File: config.mk
export PLATFORM = sky130hd
export DESIGN_NAME = vlsu_load_burst_scheduler
export DESIGN_NICKNAME = d
export VERILOG_FILES = /design/src/rtl/vlsu_load_burst_scheduler_pkg.sv /design/src/rtl/vlsu_burst_calc.sv /design/src/rtl/vlsu_load_burst_scheduler.sv
export SDC_FILE = /design/constraint.sdc
export NUM_CORES = 1
export LEC_CHECK = 0
export ABC_CLOCK_PERIOD_IN_PS = 8700
export CORE_MARGIN = 1.5
export CORE_UTILIZATION = 30
export DETAILED_ROUTE_END_ITERATION = 10
export GPL_TIMING_DRIVEN = 1
export SKIP_CTS_REPAIR_TIMING = 1
export SLEW_MARGIN = 15
export SYNTH_ARGS = -nofsm -noshare
export SYNTH_HDL_FRONTEND = slang
export SYNTH_SLANG_ARGS = --single-unit
File: constraint.sdc
create_clock -name clk_i -period 8.7 [get_ports clk_i]
set_input_delay 1.74 -clock clk_i [delete_from_list [all_inputs] [get_ports clk_i]]
set_output_delay 1.74 -clock clk_i [all_outputs]
set_load 0.02 [all_outputs]
File: src/rtl/vlsu_load_burst_scheduler_pkg.sv
// Shared VLSU definitions: bus geometry, AXI constants and the per-burst
// descriptor passed from the burst calculator to the scheduler.
package vlsu_load_burst_scheduler_pkg;

    localparam int VLSU_AXI_DATA_WIDTH = 128;
    localparam int VLSU_AXI_ADDR_WIDTH = 64;
    localparam int BEAT_BYTES          = VLSU_AXI_DATA_WIDTH / 8;
    localparam int OFF_WIDTH           = $clog2(BEAT_BYTES);

    // AXI bursts must not cross a 4KB page.
    localparam int PAGE_BYTES = 4096;
    localparam int PAGE_WIDTH = $clog2(PAGE_BYTES);

    localparam logic [1:0] AXI_BURST_INCR = 2'b01;

    // One AXI burst plus the byte window the load unit must keep from it.
    // Field widths follow the package bus geometry above.
    typedef struct packed {
        logic [VLSU_AXI_ADDR_WIDTH-1:0] addr;
        logic [7:0]                     len;
        logic [OFF_WIDTH-1:0]           start_off;
        logic [OFF_WIDTH-1:0]           end_off;
        logic                           last;
    } burst_info_t;

endpackage

File: src/rtl/vlsu_burst_calc.sv
// Pure combinational burst sizing: given the current address and remaining
// byte count, picks the largest chunk that fits the page, the burst-length
// limit and the request, and derives the AR fields and byte window.
module vlsu_burst_calc
    import vlsu_load_burst_scheduler_pkg::*;
#(
    parameter int AxiAddrWidth = VLSU_AXI_ADDR_WIDTH,
    parameter int LenWidth     = 32,
    parameter int MaxBurstLen  = 256
) (
    input  logic [AxiAddrWidth-1:0] cur_addr,
    input  logic [LenWidth-1:0]     remaining,
    output burst_info_t             info,
    output logic [LenWidth-1:0]     chunk
);

    // One extra bit so that page/burst byte counts never wrap.
    localparam int CalcWidth = LenWidth + 1;
    localparam logic [CalcWidth-1:0]    PageSize      = CalcWidth'(PAGE_BYTES);
    localparam logic [CalcWidth-1:0]    MaxBurstBytes = CalcWidth'(MaxBurstLen * BEAT_BYTES);
    localparam logic [CalcWidth-1:0]    BeatRound     = CalcWidth'(BEAT_BYTES - 1);
    localparam logic [CalcWidth-1:0]    CalcOne       = CalcWidth'(1);
    localparam logic [OFF_WIDTH-1:0]    OffOne        = OFF_WIDTH'(1);
    localparam logic [AxiAddrWidth-1:0] BeatMask      = AxiAddrWidth'(BEAT_BYTES - 1);

    logic [OFF_WIDTH-1:0] addr_off;
    logic [CalcWidth-1:0] off;
    logic [CalcWidth-1:0] to_page;
    logic [CalcWidth-1:0] max_bytes;
    logic [CalcWidth-1:0] rem_ext;
    logic [CalcWidth-1:0] chunk_ext;
    logic [CalcWidth-1:0] beats;

    // chunk = min(remaining, bytes to page end, burst capacity from this offset)
    always_comb begin
        addr_off  = cur_addr[OFF_WIDTH-1:0];
        off       = CalcWidth'(addr_off);
        to_page   = PageSize - CalcWidth'(cur_addr[PAGE_WIDTH-1:0]);
        max_bytes = MaxBurstBytes - off;
        rem_ext   = CalcWidth'(remaining);
        chunk_ext = rem_ext;
        if (to_page < chunk_ext) begin
            chunk_ext = to_page;
        end
        if (max_bytes < chunk_ext) begin
            chunk_ext = max_bytes;
        end
        beats          = (off + chunk_ext + BeatRound) >> OFF_WIDTH;
        info.addr      = cur_addr & ~BeatMask;
        info.len       = 8'(beats - CalcOne);
        info.start_off = addr_off;
        info.end_off   = addr_off + chunk_ext[OFF_WIDTH-1:0] - OffOne;
        info.last      = (chunk_ext == rem_ext);
        chunk          = chunk_ext[LenWidth-1:0];
    end

endmodule

File: src/rtl/vlsu_load_burst_scheduler.sv
// Splits a unit-stride load request into AXI INCR read bursts. Each burst is
// offered on the AR channel and, independently, as a transaction-control
// record to the load unit; the burst retires once both have handshaken.
module vlsu_load_burst_scheduler
    import vlsu_load_burst_scheduler_pkg::*;
#(
    parameter int AxiDataWidth   = VLSU_AXI_DATA_WIDTH,
    parameter int AxiAddrWidth   = VLSU_AXI_ADDR_WIDTH,
    parameter int LenWidth       = 32,
    parameter int MaxBurstLen    = 256,
    parameter int MaxOutstanding = 8
) (
    input  logic                              clk_i,
    input  logic                              rst_i,
    input  logic                              req_valid_i,
    output logic                              req_ready_o,
    input  logic [AxiAddrWidth-1:0]           req_addr_i,
    input  logic [LenWidth-1:0]               req_bytes_i,
    output logic                              ar_valid_o,
    input  logic                              ar_ready_i,
    output logic [AxiAddrWidth-1:0]           ar_addr_o,
    output logic [7:0]                        ar_len_o,
    output logic [2:0]                        ar_size_o,
    output logic [1:0]                        ar_burst_o,
    output logic                              txn_valid_o,
    input  logic                              txn_ready_i,
    output logic [$clog2(AxiDataWidth/8)-1:0] txn_start_o,
    output logic [$clog2(AxiDataWidth/8)-1:0] txn_end_o,
    output logic                              txn_last_o,
    input  logic                              r_done_i,
    output logic                              busy_o
);

    localparam int CntWidth = $clog2(MaxOutstanding + 1);
    localparam logic [CntWidth-1:0] CntMax = CntWidth'(MaxOutstanding);
    localparam logic [CntWidth-1:0] CntOne = CntWidth'(1);

    typedef enum logic {IDLE, ISSUE} state_t;

    state_t                  state_reg, state_next;
    logic [AxiAddrWidth-1:0] cur_addr_reg, cur_addr_next;
    logic [LenWidth-1:0]     remaining_reg, remaining_next;
    logic [CntWidth-1:0]     outstanding_reg, outstanding_next;
    logic                    ar_done_reg, ar_done_next;
    logic                    txn_done_reg, txn_done_next;
    logic                    req_ready_reg, req_ready_next;
    logic                    ar_valid_reg, ar_valid_next;
    logic                    txn_valid_reg, txn_valid_next;
    logic                    busy_reg, busy_next;

    burst_info_t         info;
    logic [LenWidth-1:0] chunk;

    logic req_fire;
    logic ar_fire;
    logic txn_fire;

    vlsu_burst_calc #(
        .AxiAddrWidth (AxiAddrWidth),
        .LenWidth     (LenWidth),
        .MaxBurstLen  (MaxBurstLen)
    ) u_burst_calc (
        .cur_addr  (cur_addr_reg),
        .remaining (remaining_reg),
        .info      (info),
        .chunk     (chunk)
    );

    assign req_fire = req_ready_reg & req_valid_i;
    assign ar_fire  = ar_valid_reg & ar_ready_i;
    assign txn_fire = txn_valid_reg & txn_ready_i;

    // Next-state: request capture, burst retirement, outstanding tracking, and
    // the handshake/status flags derived from the next register values.
    always_comb begin
        state_next       = state_reg;
        cur_addr_next    = cur_addr_reg;
        remaining_next   = remaining_reg;
        ar_done_next     = ar_done_reg | ar_fire;
        txn_done_next    = txn_done_reg | txn_fire;
        outstanding_next = outstanding_reg;
        case (state_reg)
            IDLE: begin
                // Zero-byte requests are consumed without producing a burst.
                if (req_fire && (req_bytes_i != '0)) begin
                    state_next     = ISSUE;
                    cur_addr_next  = req_addr_i;
                    remaining_next = req_bytes_i;
                    ar_done_next   = 1'b0;
                    txn_done_next  = 1'b0;
                end
            end
            ISSUE: begin
                if (ar_done_next && txn_done_next) begin
                    ar_done_next   = 1'b0;
                    txn_done_next  = 1'b0;
                    cur_addr_next  = cur_addr_reg + AxiAddrWidth'(chunk);
                    remaining_next = remaining_reg - chunk;
                    if (info.last) begin
                        state_next = IDLE;
                    end
                end
            end
            default: state_next = IDLE;
        endcase
        // A late r_done with nothing outstanding is ignored rather than wrapping.
        if (ar_fire && !r_done_i) begin
            outstanding_next = outstanding_reg + CntOne;
        end else if (!ar_fire && r_done_i && (outstanding_reg != '0)) begin
            outstanding_next = outstanding_reg - CntOne;
        end
        ar_valid_next  = (state_next == ISSUE) && !ar_done_next && (outstanding_next < CntMax);
        txn_valid_next = (state_next == ISSUE) && !txn_done_next;
        req_ready_next = (state_next == IDLE);
        busy_next      = (state_next != IDLE) || (outstanding_next != '0);
    end

    // Scheduler state and registered handshake/status outputs.
    always_ff @(posedge clk_i) begin
        if (rst_i) begin
            state_reg       <= IDLE;
            cur_addr_reg    <= '0;
            remaining_reg   <= '0;
            outstanding_reg <= '0;
            ar_done_reg     <= 1'b0;
            txn_done_reg    <= 1'b0;
            req_ready_reg   <= 1'b1;
            ar_valid_reg    <= 1'b0;
            txn_valid_reg   <= 1'b0;
            busy_reg        <= 1'b0;
        end else begin
            state_reg       <= state_next;
            cur_addr_reg    <= cur_addr_next;
            remaining_reg   <= remaining_next;
            outstanding_reg <= outstanding_next;
            ar_done_reg     <= ar_done_next;
            txn_done_reg    <= txn_done_next;
            req_ready_reg   <= req_ready_next;
            ar_valid_reg    <= ar_valid_next;
            txn_valid_reg   <= txn_valid_next;
            busy_reg        <= busy_next;
        end
    end

    assign req_ready_o = req_ready_reg;
    assign ar_valid_o  = ar_valid_reg;
    assign txn_valid_o = txn_valid_reg;
    assign busy_o      = busy_reg;
    assign ar_size_o   = 3'($clog2(AxiDataWidth / 8));
    assign ar_burst_o  = AXI_BURST_INCR;

    // Payload only changes on burst retirement; it reads as zero while idle.
    assign ar_addr_o   = (state_reg == ISSUE) ? info.addr      : '0;
    assign ar_len_o    = (state_reg == ISSUE) ? info.len       : '0;
    assign txn_start_o = (state_reg == ISSUE) ? info.start_off : '0;
    assign txn_end_o   = (state_reg == ISSUE) ? info.end_off   : '0;
    assign txn_last_o  = (state_reg == ISSUE) ? info.last      : 1'b0;

endmodule

======== After elaboration in Yosys (flattened, before gate mapping) ========
Cells that the tools add are included.
cells by class
  equal/unequal tests ..................... 3
  magnitude comparators ................... 3
  reductions and logical operators ........ 17
  add/sub/neg operators ................... 11
  mux-type cells .......................... 25
  bitwise operators ....................... 7
operator list
  operator                                             count
  2-to-1 mux 64 bit                                    3
  one-hot mux 64 bit (2 select lines)                  1
  2-to-1 mux 33 bit                                    2
  adder 64 x 32 -> 64 bit                              1
  2-to-1 mux 32 bit                                    2
  one-hot mux 32 bit (2 select lines)                  1
  == test 33 x 32 -> 1 bit                             1
  < comparator 33 x 32 -> 1 bit                        1
  < comparator 33 bit                                  1
  nonzero test 32 bit                                  1
  subtractor 32 bit                                    1
  2-to-1 mux 4 bit                                     4
  subtractor 13 x 12 -> 14 bit (first input constant)  1
  subtractor 13 x 4 -> 14 bit (first input constant)   1
  adder 12 x 4 -> 12 bit (second input constant)       1
  adder 4 x 12 -> 12 bit                               1
  logical AND 1 bit                                    8
  2-to-1 mux 1 bit                                     8
  2-to-1 mux 8 bit                                     1
  nonzero test 4 bit                                   2
  subtractor 4 x 1 -> 4 bit (second input constant)    2
  subtractor 8 x 1 -> 8 bit (second input constant)    1
  one-hot mux 1 bit (2 select lines)                   3
  adder 4 x 1 -> 4 bit (second input constant)         1
  10 further kinds                                     17
word-level totals
  output and inout bits ................... 90
  register bits after elaboration ......... 107
  word-level logic and storage cells ...... 76

======== Depth between registers and ports, before layout ========
  depth after elaboration ................. 11
  depth in mapped cells ................... 41

======== Cells and area by module ========
Synthesis repeated with hierarchy kept, for this count alone.
unflattened totals
  cells, all modules ...................... 1692
  area total of the unflattened synthesis .. 12285.5 sq um
modules (own cells, without submodules)
  module                     times used  cells each  area an instance (sq um)
  vlsu_load_burst_scheduler  1           1319        9639.2
  vlsu_burst_calc            1           373         2646.3

======== Worst setup path before layout ========
OpenSTA, ideal clock, no wires.
  kind .................................... register to output
  start ................................... register cur_addr_reg[1]
  end ..................................... output port ar_len_o[7]
  required time ........................... 6.960 ns
  stages on the path, launching flop included .. 40
  setup slack ............................. -0.974 ns
  data arrival time ....................... 7.934 ns
  cells stage by stage .................... dfxtp_1 > inv_1 > ha_1 > or3b_2 > clkbuf_1 > nor4_1 > xnor2_1 > ha_1 > nand2_1 > nor2_1 > a41oi_1 > a21oi_2 > buf_4 > mux2i_1 > ha_1 > nand4_1 > or2_2 > a21oi_1 > (+4 left out) > clkbuf_1 > nand2_1 > o21ai_0 > inv_1 > ha_1 > inv_1 > ha_1 > inv_1 > fa_1 > nor2b_1 > o21ai_0 > nor2b_1 > nor2_1 > o211ai_1 > a311oi_2 > nand2_1 > o31ai_2 > mux2i_1
on the way
  cells in the longest elaborated chain, start to end .. 9
  elaborated cells on any way between the ends .. 10
  classes of those cells .................. 5 x add/sub; 2 x order compare; 3 x mux
RTL lines
  what                           line                              RTL
  from (decl)                    vlsu_load_burst_scheduler.sv:41   logic [AxiAddrWidth-1:0] cur_addr_reg, cur_addr_next;
  from (signal assigned)         vlsu_load_burst_scheduler.sv:133  cur_addr_reg <= cur_addr_next;
  subtractor 13 x 12 -> 14 bit   vlsu_burst_calc.sv:38             to_page = PageSize - CalcWidth'(cur_addr[PAGE_WIDTH-1:0]);
  < comparator 33 x 32 -> 1 bit  vlsu_burst_calc.sv:42             if (to_page < chunk_ext) begin
  2-to-1 mux 33 bit              vlsu_burst_calc.sv:42
  < comparator 33 bit            vlsu_burst_calc.sv:45             if (max_bytes < chunk_ext) begin
  2-to-1 mux 33 bit              vlsu_burst_calc.sv:45
  adder 4 x 12 -> 12 bit (*)     vlsu_burst_calc.sv:48             beats = (off + chunk_ext + BeatRound) >> OFF_WIDTH;
  adder 12 x 4 -> 12 bit (*)     vlsu_burst_calc.sv:48
  subtractor 8 x 1 -> 8 bit (*)  vlsu_burst_calc.sv:50             info.len = 8'(beats - CalcOne);
  2-to-1 mux 8 bit (*)           vlsu_load_burst_scheduler.sv:154  assign ar_len_o = (state_reg == ISSUE) ? info.len : '0;
  to (decl)                      vlsu_load_burst_scheduler.sv:22   output logic [7:0] ar_len_o,
Every way passes the cells marked *; elsewhere a longest branch is shown, timed or not.

======== Worst setup path in the final report ========
  start ................................... register cur_addr_reg[4]
  end ..................................... output port ar_len_o[7]
on the way
  cells in the longest elaborated chain, start to end .. 9
RTL lines
  what                              line
  subtractor 13 x 12 -> 14 bit (*)  vlsu_burst_calc.sv:38
  < comparator 33 x 32 -> 1 bit     vlsu_burst_calc.sv:42
  2-to-1 mux 33 bit (*)             vlsu_burst_calc.sv:42
  < comparator 33 bit               vlsu_burst_calc.sv:45
  2-to-1 mux 33 bit (*)             vlsu_burst_calc.sv:45
  adder 4 x 12 -> 12 bit (*)        vlsu_burst_calc.sv:48
  adder 12 x 4 -> 12 bit (*)        vlsu_burst_calc.sv:48
  subtractor 8 x 1 -> 8 bit (*)     vlsu_burst_calc.sv:50
  2-to-1 mux 8 bit (*)              vlsu_load_burst_scheduler.sv:154
Marked as above.

==> summary.md <==
| Metric | Value |
|---|---|
| LEAKAGE | 0.00615 µW |
| Flop2flop setup slack | about 520 ps |
| Worst EP arrival | 7260 ps |
| Max-cap violations | 0 |
| Number of detailed-route iterations in the first pass | 5 |
| Rows | 69 |
| Synth Flop Type | dfxtp_1 |
| Layout Area Growth over Synthesis | 36.1% |
| Top cells by count, synth | nor2_1 (159), a21oi_1 (118), dfxtp_1 (107), ha_1 (107), nand2_1 (92) |
| Post-synth ARST share | 0 |
| Outcome | finished, violations left |
| FF-to-FF path depth | 35 |
| Hold Path Class | reg2reg |
| ANT nets after route | 0 |
| Post-synthesis cell count | 1435 |
| Initial DRC count | 813 |
| Core area | 35600 µm² |
| CTS tree | yes |
| GRT Residual Overflow | 0 |
| Nets | 1942 |
| Initial Util | 0.305 |
| Min Tclk post-route | 9000 ps |
| DRT Wirelength | 40700 µm |
| Vias per cell | 5.31 |
| Slowest Stage Delay on Critical Path | 570 ps |
| Number of global-route vias before repair | 11100 |
| Drt wl/cell | 18.5 µm |
| Global-route wire length before repair | 61500 µm |
| Dpl ws | -447 ps |
| Seq cells post-synth | 107 |
| FMAX | 111 MHz |
| Reg clk slew, reported paths | 90 ps |
| Share of cells above drive strength 1 | 0.150 |
| Die height | 193 µm |
| Top cell type's share of synthesized area | 0.198 |
| Hold path start | cur_addr_reg[29] |
| Clk root buf | clkbuf_16 |
| PD cells | roughly 280 nW/µm² |
| Setup violators final | 4 |
| Ys Warns | 0 |
| Failing checks | negative setup slack |
| Largest net degree at the start of global routing | 85 |
| Synth Cell Area | 10800 µm² |
| Die width | 193 µm |
| RSZ-0062 raised after global routing | true |
| Slew @ Worst Pin | between 1000 and 1500 ps |
| Required time worst endpoint | 6960 ps |
| Area of the die | 37300 µm² |
| Max IR drop VDD | ~280 µV |
| Synth area leaders | dfxtp_1 (20%), ha_1 (12%), nor2_1 (5.5%) |
| Hold depth | 2 |
| Clk sink count | 107 |
| Kind of end point of the critical path | output port |
| R2R Path Start | cur_addr_reg[4] |
| CP most frequent cell | ha_1 |
| PnR worst setup slack | -304 ps |
| IO buf count | 182 |
| Final Util | 0.415 |
| Dominant cell type by area after synthesis | dfxtp_1 |
| Synth unique cells | 91 |
| Register area share after synthesis | 0.198 |
| Final hold violation count | 0 |
| Max clock buf depth | 2 |
| Total GRT Usage | 0.211 |
| Fin. max-slew vios | 0 |
| Min Hold Slack | between 500 and 600 ps |
| Total number of vias | 11700 |
| H-tree Lvls | 3 |
| DRC violations left | 0 |
| CP max FO | 8 |
| CP max-delay cell | or4_4 |
| Post-synth EDFFs | 0 |
| Worst relative slew slack | 0.307 |
| Clock latency on the worst-skew pair | 370 ps |
| Mean area per synthesized cell | 7.55 µm² |
| Worst r2r dst | cur_addr_reg[56] |
| Hpwl dp | 31200 µm |
| Placer Congestion | 0.915 |
| Initial antenna violation count | 4 |
| Startpoint Class | flop |
| Crit path kind | reg2out |
| I/O pin count | 192 |
| Layout Skew | 15.3 ps |
| Largest register FFs | 64 |
| Top-count cell post-synth | nor2_1 |
| Inserted Clock Buffers | 9 |
| Hold Path End | cur_addr_reg[29] |
| Fin crit share | 1.03 |
cell type report:
cell class,instances,area (µm²)
tap,461,577
sequential,107,2150
antenna,3,7.51
clock buffer,9,225
clock inverter,7,80.1
timing repair buffer,312,2790
fill,3664,20800
multi-input combinational,1236,8670
inverter,64,245
worst max path at each step:
stage | startpoint | end | slack, ps | depth (start not counted)
after floorplan | cur_addr_reg[1] | ar_len_o[7] | 10 | 38
after global placement | cur_addr_reg[0] | ar_len_o[7] | -290 | 36
after detailed placement | cur_addr_reg[0] | ar_len_o[7] | -450 | 36
after CTS | cur_addr_reg[0] | ar_len_o[7] | -910 | 36
after global routing | cur_addr_reg[4] | ar_len_o[7] | -680 | 34
final | cur_addr_reg[4] | ar_len_o[7] | -300 | 34
cells in the final DEF, fill, tap and decap left out, drive strengths merged, types with 8 or more instances in the layout:
cell | netlist | layout
a211oi | 62 | 62
a21o | 44 | 44
a21oi | 123 | 124
a221oi | 10 | 10
a311oi | 21 | 21
a31oi | 17 | 17
and2 | 64 | 64
and3 | 20 | 20
buf | 16 | 137
clkbuf | 64 | 9
clkdlybuf4s50 | 0 | 172
conb | 2 | 53
dfxtp | 107 | 107
ha | 107 | 107
inv | 64 | 67
mux2i | 35 | 35
nand2 | 93 | 93
nand2b | 16 | 16
nand3 | 26 | 26
nand4 | 22 | 22
nor2 | 159 | 159
nor2b | 23 | 23
nor3 | 43 | 43
nor4 | 30 | 30
o21a | 16 | 16
o21ai | 55 | 55
o21bai | 14 | 14
o22ai | 8 | 8
o31ai | 9 | 9
or2 | 9 | 9
xnor2 | 48 | 48
xor2 | 14 | 14
power breakdown:
part / internal, µW / switching, µW
Clock: 206 / 234
Combinational: 1390 / 1590
Sequential: 562 / 79.7
Total: 2160 / 1900
layer usage:
| layer | up-vias | track usage | wire [µm] |
|---|---|---|---|
| met3 | 43 | 0.0348 | 2100 |
| met1 | 5512 | 0.287 | 18900 |
| met5 | - | 0 | 10 |
| met2 | 289 | 0.341 | 18900 |
| met4 | 2 | 0.0607 | 856 |
| li1 | 5832 | - | - |
through the flow:
stage,instances,power [µW],area [µm²],setup TNS [ps]
after floorplan,1486,2400,11200,0
after global placement,2162,3380,14100,-1130
after detailed placement,2162,3410,14100,-1980
after CTS,2178,3870,14400,-5480
after global routing,2197,4390,14700,-3290
final,2199,4060,14700,-748
worst max-delay path, delay by kind of cell, from the launching register on:
family	cells	cell delay, ps
adders and majority gates	4	1170
and+or+nand+nor	11	1840
muxes	2	520
DFF	1	330
buffers and inverters	4	520
AOI/OAI and AO/OA	12	2330
xor gates and xnor gates	1	170
cells by family after synthesis:
logic type / Yosys count / share of synthesized area
AOI/OAI and AO/OA: 442 / 0.284
xor gates and xnor gates: 62 / 0.0508
adders and majority gates: 110 / 0.129
buffers and inverters: 144 / 0.0539
DFF: 107 / 0.198
muxes: 39 / 0.0365
other: 2 / 0.000693
and+or+nand+nor: 529 / 0.247
Power figures use the tool's default switching activity.
